==> src/rtl/fg_pkg.sv <==
// Shared definitions for the DDS function generator: wave select encoding,
// generator state enumeration and the DAC mid-scale helper.
package fg_pkg;

  typedef enum logic [1:0] {
    WAVE_SINE   = 2'd0,
    WAVE_SQUARE = 2'd1,
    WAVE_SAW    = 2'd2,
    WAVE_TRI    = 2'd3
  } wave_e;

  typedef enum logic [1:0] {
    ST_IDLE = 2'd0,
    ST_RUN  = 2'd1,
    ST_PEND = 2'd2
  } state_e;

  function automatic int unsigned fg_mid_scale(input int unsigned dac_w);
    return 32'd1 << (dac_w - 1);
  endfunction

endpackage

==> src/rtl/fg_sine_lut.sv <==
// Quarter-wave sine ROM with registered output; entries are
// round((M-1)*sin((i+0.5)*pi/2^(LUT_AW+1))) with M = 2^(DAC_W-1).
module fg_sine_lut #(
  parameter int unsigned LUT_AW = 8,
  parameter int unsigned DAC_W  = 10
) (
  input  logic              i_clk,
  input  logic              i_rst,
  input  logic [LUT_AW-1:0] i_addr,
  output logic [DAC_W-2:0]  o_data
);

  localparam int unsigned DEPTH = 2 ** LUT_AW;
  localparam real PI = 3.14159265358979323846;

  function automatic logic [DAC_W-2:0] lut_entry(input int unsigned idx);
    real ang;
    real amp;
    ang = (real'(idx) + 0.5) * PI / real'(2 ** (LUT_AW + 1));
    amp = real'((2 ** (DAC_W - 1)) - 1) * $sin(ang);
    return (DAC_W-1)'($rtoi(amp + 0.5));
  endfunction

  logic [DAC_W-2:0] w_rom [DEPTH];

  for (genvar g = 0; g < DEPTH; g++) begin : g_rom
    assign w_rom[g] = lut_entry(g);
  end

  always_ff @(posedge i_clk or posedge i_rst) begin
    if (i_rst) begin
      o_data <= '0;
    end else begin
      o_data <= w_rom[i_addr];
    end
  end

endmodule

==> src/rtl/fg_wave_gen.sv <==
// Phase-accumulator waveform generator: config handshake FSM, accumulator,
// pending config registers and a 3-stage phase-to-sample pipeline.
module fg_wave_gen
  import fg_pkg::*;
#(
  parameter int unsigned PHASE_W = 32,
  parameter int unsigned DAC_W   = 10,
  parameter int unsigned LUT_AW  = 8
) (
  input  logic               Fg_CLK,
  input  logic               Fg_RESET,
  input  logic               Run_En,
  input  logic               Cfg_Valid,
  output logic               Cfg_Ready,
  input  logic [PHASE_W-1:0] Cfg_Ftw,
  input  logic [1:0]         Cfg_Wave,
  output logic [DAC_W-1:0]   Dac_Data,
  output logic               Dac_Valid,
  output logic               Phase_Wrap
);

  localparam logic [DAC_W-1:0] MID = DAC_W'(fg_mid_scale(DAC_W));

  state_e             r_state, w_state_nx;
  logic [PHASE_W-1:0] r_phase, r_ftw, r_pend_ftw;
  wave_e              r_wave, r_pend_wave, r_wave1;
  logic [PHASE_W:0]   w_sum;
  logic               w_carry;
  logic               w_xfer, w_load_cfg, w_load_pend_act, w_load_pend;
  logic               w_phase_clr, w_accum;
  logic               r_live1, r_neg1, w_out_live;
  logic [DAC_W-1:0]   w_shape, r_shape1;
  logic [DAC_W-2:0]   w_lut;
  logic [LUT_AW-1:0]  w_addr;

  assign w_sum   = {1'b0, r_phase} + {1'b0, r_ftw};
  assign w_carry = w_sum[PHASE_W];

  always_ff @(posedge Fg_CLK or posedge Fg_RESET) begin
    if (Fg_RESET) r_state <= ST_IDLE;
    else          r_state <= w_state_nx;
  end

  always_comb begin
    w_state_nx      = r_state;
    Cfg_Ready       = (r_state != ST_PEND);
    w_load_cfg      = 1'b0;
    w_load_pend_act = 1'b0;
    w_load_pend     = 1'b0;
    w_phase_clr     = 1'b0;
    w_accum         = 1'b0;
    w_xfer          = Cfg_Valid & Cfg_Ready;
    case (r_state)
      ST_IDLE: begin
        w_phase_clr = 1'b1;
        w_load_cfg  = w_xfer;
        if (Run_En) w_state_nx = ST_RUN;
      end
      ST_RUN: begin
        if (!Run_En) begin
          // A config arriving with the stop goes straight to active.
          w_state_nx  = ST_IDLE;
          w_phase_clr = 1'b1;
          w_load_cfg  = w_xfer;
        end else begin
          w_accum = 1'b1;
          if (w_xfer) begin
            w_load_pend = 1'b1;
            w_state_nx  = ST_PEND;
          end
        end
      end
      ST_PEND: begin
        if (!Run_En) begin
          w_state_nx      = ST_IDLE;
          w_phase_clr     = 1'b1;
          w_load_pend_act = 1'b1;
        end else begin
          w_accum = 1'b1;
          // Swap on the carry edge so the wrapped residue is kept; a zero FTW never carries.
          if (w_carry || (r_ftw == '0)) begin
            w_load_pend_act = 1'b1;
            w_state_nx      = ST_RUN;
          end
        end
      end
      default: w_state_nx = ST_IDLE;
    endcase
  end

  always_ff @(posedge Fg_CLK or posedge Fg_RESET) begin
    if (Fg_RESET) begin
      r_phase     <= '0;
      r_ftw       <= '0;
      r_wave      <= WAVE_SINE;
      r_pend_ftw  <= '0;
      r_pend_wave <= WAVE_SINE;
      Phase_Wrap  <= 1'b0;
    end else begin
      if (w_phase_clr)  r_phase <= '0;
      else if (w_accum) r_phase <= w_sum[PHASE_W-1:0];
      if (w_load_cfg) begin
        r_ftw  <= Cfg_Ftw;
        r_wave <= wave_e'(Cfg_Wave);
      end else if (w_load_pend_act) begin
        r_ftw  <= r_pend_ftw;
        r_wave <= r_pend_wave;
      end
      if (w_load_pend) begin
        r_pend_ftw  <= Cfg_Ftw;
        r_pend_wave <= wave_e'(Cfg_Wave);
      end
      Phase_Wrap <= w_accum & w_carry;
    end
  end

  assign w_addr = r_phase[PHASE_W-2] ? ~r_phase[PHASE_W-3 -: LUT_AW]
                                     :  r_phase[PHASE_W-3 -: LUT_AW];

  fg_sine_lut #(
    .LUT_AW (LUT_AW),
    .DAC_W  (DAC_W)
  ) u_lut (
    .i_clk  (Fg_CLK),
    .i_rst  (Fg_RESET),
    .i_addr (w_addr),
    .o_data (w_lut)
  );

  always_comb begin
    w_shape = '0;
    case (r_wave)
      WAVE_SQUARE: w_shape = {DAC_W{~r_phase[PHASE_W-1]}};
      WAVE_SAW:    w_shape = r_phase[PHASE_W-1 -: DAC_W];
      WAVE_TRI:    w_shape = r_phase[PHASE_W-1] ? ~r_phase[PHASE_W-2 -: DAC_W]
                                                :  r_phase[PHASE_W-2 -: DAC_W];
      default:     w_shape = '0;
    endcase
  end

  always_ff @(posedge Fg_CLK or posedge Fg_RESET) begin
    if (Fg_RESET) begin
      r_shape1 <= '0;
      r_neg1   <= 1'b0;
      r_wave1  <= WAVE_SINE;
      r_live1  <= 1'b0;
    end else begin
      r_shape1 <= w_shape;
      r_neg1   <= r_phase[PHASE_W-1];
      r_wave1  <= r_wave;
      r_live1  <= (r_state != ST_IDLE);
    end
  end

  assign w_out_live = r_live1 & (r_state != ST_IDLE);

  always_ff @(posedge Fg_CLK or posedge Fg_RESET) begin
    if (Fg_RESET) begin
      Dac_Data  <= MID;
      Dac_Valid <= 1'b0;
    end else if (w_out_live) begin
      Dac_Valid <= 1'b1;
      if (r_wave1 == WAVE_SINE) Dac_Data <= r_neg1 ? (MID - {1'b0, w_lut}) : (MID + {1'b0, w_lut});
      else                      Dac_Data <= r_shape1;
    end else begin
      Dac_Data  <= MID;
      Dac_Valid <= 1'b0;
    end
  end

endmodule

==> config.mk <==
export PLATFORM = sky130hd
export DESIGN_NAME = fg_wave_gen
export DESIGN_NICKNAME = d
export VERILOG_FILES = /design/src/rtl/fg_pkg.sv /design/src/rtl/fg_sine_lut.sv /design/src/rtl/fg_wave_gen.sv
export SDC_FILE = /design/constraint.sdc
export NUM_CORES = 1
export LEC_CHECK = 0
export ABC_AREA = 1
export CAP_MARGIN = 20
export CORE_MARGIN = 1.5
export CORE_UTILIZATION = 60
export DETAILED_ROUTE_END_ITERATION = 10
export GPL_TIMING_DRIVEN = 0
export PLACE_DENSITY = 0.79
export RECOVER_POWER = 100
export SYNTH_ARGS = -nofsm -noshare
export SYNTH_HDL_FRONTEND = slang
export SYNTH_HIERARCHICAL = 1
export SYNTH_SLANG_ARGS = --single-unit
==> constraint.sdc <==
create_clock -name Fg_CLK -period 4.9 [get_ports Fg_CLK]
set_input_delay 0.49 -clock Fg_CLK [delete_from_list [all_inputs] [get_ports Fg_CLK]]
set_output_delay 0.49 -clock Fg_CLK [all_outputs]
set_load 0.01 [all_outputs]
==> flow_summary.toml <==
[status]
status = "finished, violations left"
violations = "capacitance limit"

[power]
p_leak_nw = 6.34
power_density_mw_per_mm2 = 788
ir_worst_vdd_v = 0.000455

[cts]
cts.reportedPaths.clkPinSlew_ns = 0.06
post-cts-setup-buffer-count = 0
cts_buffer_depth = 2
ctsResizeCount = 0
insertion_delay_ns = 0.43
cts_sinks = 137
cts_tree = "built"
htreeDepth = 4
cts-root-buf = "clkbuf_16"
numCtsBuffers = 17
hold_buffers = 0

[yosys]
syn_area_mm2 = 0.0104
synthCells = 1582
synth_top_cell_area_share_pct = 32.7
synth_edf_count = 0
synth_async_sr_flop_share_pct = 100
yosys-top-cells-count = "nand2_1, inv_1, nand3_1"
ys_seq_elements = 137
yosysMostFrequentCell = "nand2_1"
syn_area_per_cell_um2 = 6.58
synthTopCellsByArea = "dfrtp_1, nand2_1, nand3_1"
post_synth_num_cell_types = 48
ys.warnings.count = 6
syn-num-nets = 1671
yosysTopAreaCell = "dfrtp_1"
seq_area_frac_synth_pct = 32.9
synthFlopType = "dfrtp_1"

[floorplan]
start_util_pct = 62.1
die_h_um = 135
core_mm2 = 0.0168
ios = 51
chipWidth_um = 135
row_count = 47
dieArea_mm2 = 0.0182

[place]
gp_congestion = 0.974
dp_slack_ns = 1.20
io_buffer_count = 50
placed_area_mm2 = 0.0112
hpwl_um = 23400

[setup_path]
max_stage_delay_ns = 0.95
crit_chain = "clkbuf_1 > xor2_1 > inv_1 > ha_1 > inv_1 > nand2_1 > nand3_1 > nand2_1 > nand2_1 > nand2_1 > nand3_1 > nand2_1 > nand2_1 > nand2_1"
critPathSlowestCell = "xor2_1"
setup.worst_path.class = "reg -> reg"
end_kind = "flop"
worstPathArrival_ns = 4.41
r2r_slack_ns = 0.84
crit_top_cell = "nand2_1"
worstPathRequired_ns = 5.25
path_max_fanout = 10
cp-start-kind = "flop"

[grt]
antenna_found_initial = 0
grt_usage_pct = 37.0
grt_overflow = 0
grt_pass1_wl_um = 52600
grt_pass1_vias = 10700
grt_max_degree = 98

[layout]
fin_area_mm2 = 0.0117
layout-drive-gt1-share_pct = 8.64
nets = 1742
fill_cells = 1392
syn_to_final_growth_pct = 12.6
antenna_cells = 0

[sta]
setup_slack_ns = 0.843
fin_crit_ns = 4.06
rsz0062_at_grt = "no"
skew_ns = 0.0126
hold_viol = 0
worstMarginPinSlew_ns = 1.47
fmax_mhz = 246
setup_viol = 0
finalMaxSlewViolations = 0
period_share_pct = 82.8
maxSlewHeadroom_pct = 1.57

[drt]
drc = 0
first_pass_iters = 8
num_vias = 11000
routedWlPerCell_um = 17.3
ant_nets = 0
drt_wl_total_um = 32600
via_per_inst = 5.84
drtIter0Drc = 1149

[run]
cap_violations = 1

[min_path]
hold_path_class = "reg -> reg"
==> cell type report <==
type	count	area, um^2	share of cell area, %
plain buffers	60	318	2.71
repair buffers	52	536	4.57
well taps	220	275	2.35
clock inverters	13	158	1.34
multi-input cells	1216	5930	50.5
flip-flops and latches	137	3430	29.3
clock buffers	19	443	3.78
inverters	169	638	5.44
==> state kept, by name (all words and copies together) (netlist names) <==
name,flops
Phase_Wrap,1
r_wave1,2
r_pend_wave,2
Dac_Valid,1
Dac_Data,10
r_state,2
r_neg1,1
u_lut/o_data,9
r_shape1,10
r_wave,2
r_phase,32
r_live1,1
r_pend_ftw,32
r_ftw,32
==> power by group <==
| group | internal [mW] | leakage, nW | total [mW] | switching (mW) |
|---|---|---|---|---|
| clock network | 0.778 | 0.291 | 1.33 | 0.548 |
| registers | 1.60 | 1.78 | 1.97 | 0.373 |
| logic | 1.83 | 4.26 | 5.93 | 4.10 |
| total | 4.21 | 6.34 | 9.23 | 5.02 |
==> kinds of logic after synthesis <==
kind of cell,after synthesis,share of synthesized area (%)
adders and majority gates,51,6.20
and+or+nand+nor,886,36.8
DFF,137,32.9
xor gates and xnor gates,8,0.673
AOI/OAI and AO/OA,271,13.8
buffers and inverters,229,9.66
==> worst max-delay path: cells and delay by family (launching register included) <==
kind | cells | cell delay (ns)
XOR/XNOR | 1 | 0.95
adder cells (fa/ha/maj) | 1 | 0.51
flip-flops | 1 | 0.40
AND/OR/NAND/NOR | 9 | 1.09
buffers and inverters | 3 | 1.03
==> per-layer routing <==
layer | part of all wire, % | up-vias | wire (um) | GRT usage [%]
li1 | - | 5231 | - | -
met1 | 38 | 5039 | 12500 | 43.8
met2 | 48 | 620 | 15600 | 62.6
met3 | 8.2 | 126 | 2680 | 7.21
met4 | 5.6 | 0 | 1820 | 22.2
met5 | 0 | - | 0 | 0
==> per-stage QoR <==
stage	hold slack, ns	TNS, ns	power (mW)	cells	utilization (%)
final	0.379	0	9.23	1886	69.9
after global placement	0.358	-93.75	7.69	1852	66.8
after global routing	0.391	0	9.91	1886	69.9
after floorplan	0.318	0	6.03	1582	-
after CTS	0.381	0	9.16	1886	70.6
after detailed placement	0.365	0	7.75	1854	67.0
==> path summary, 6_finish.rpt <==
| kind | start | endpoint | depth (start not counted) |
|---|---|---|---|
| setup / recovery | r_phase[30] | u_lut/o_data[2] | 14 |
| hold / removal | r_wave[0] | r_wave1[0] | 0 |
| setup reg to reg | r_phase[30] | u_lut/o_data[2] | 14 |
| hold reg to reg | r_wave[0] | r_wave1[0] | 0 |
| max in group asynchronous | Fg_RESET | r_phase[1] | 3 |
| min in group asynchronous | Fg_RESET | u_lut/o_data[2] | 2 |
==> cell usage in the layout, fill, tap and decap left out, drive strengths merged, types with 11 or more instances in the layout <==
cell type / instances
o21ai: 153
nor3: 11
nand2: 589
clkdlybuf4s50: 36
clkbuf: 49
a21oi: 95
inv: 174
ha: 50
nor2: 120
nand3: 151
dlygate4sd3: 14
buf: 29
dfrtp: 136
Power figures use the tool's default switching activity.
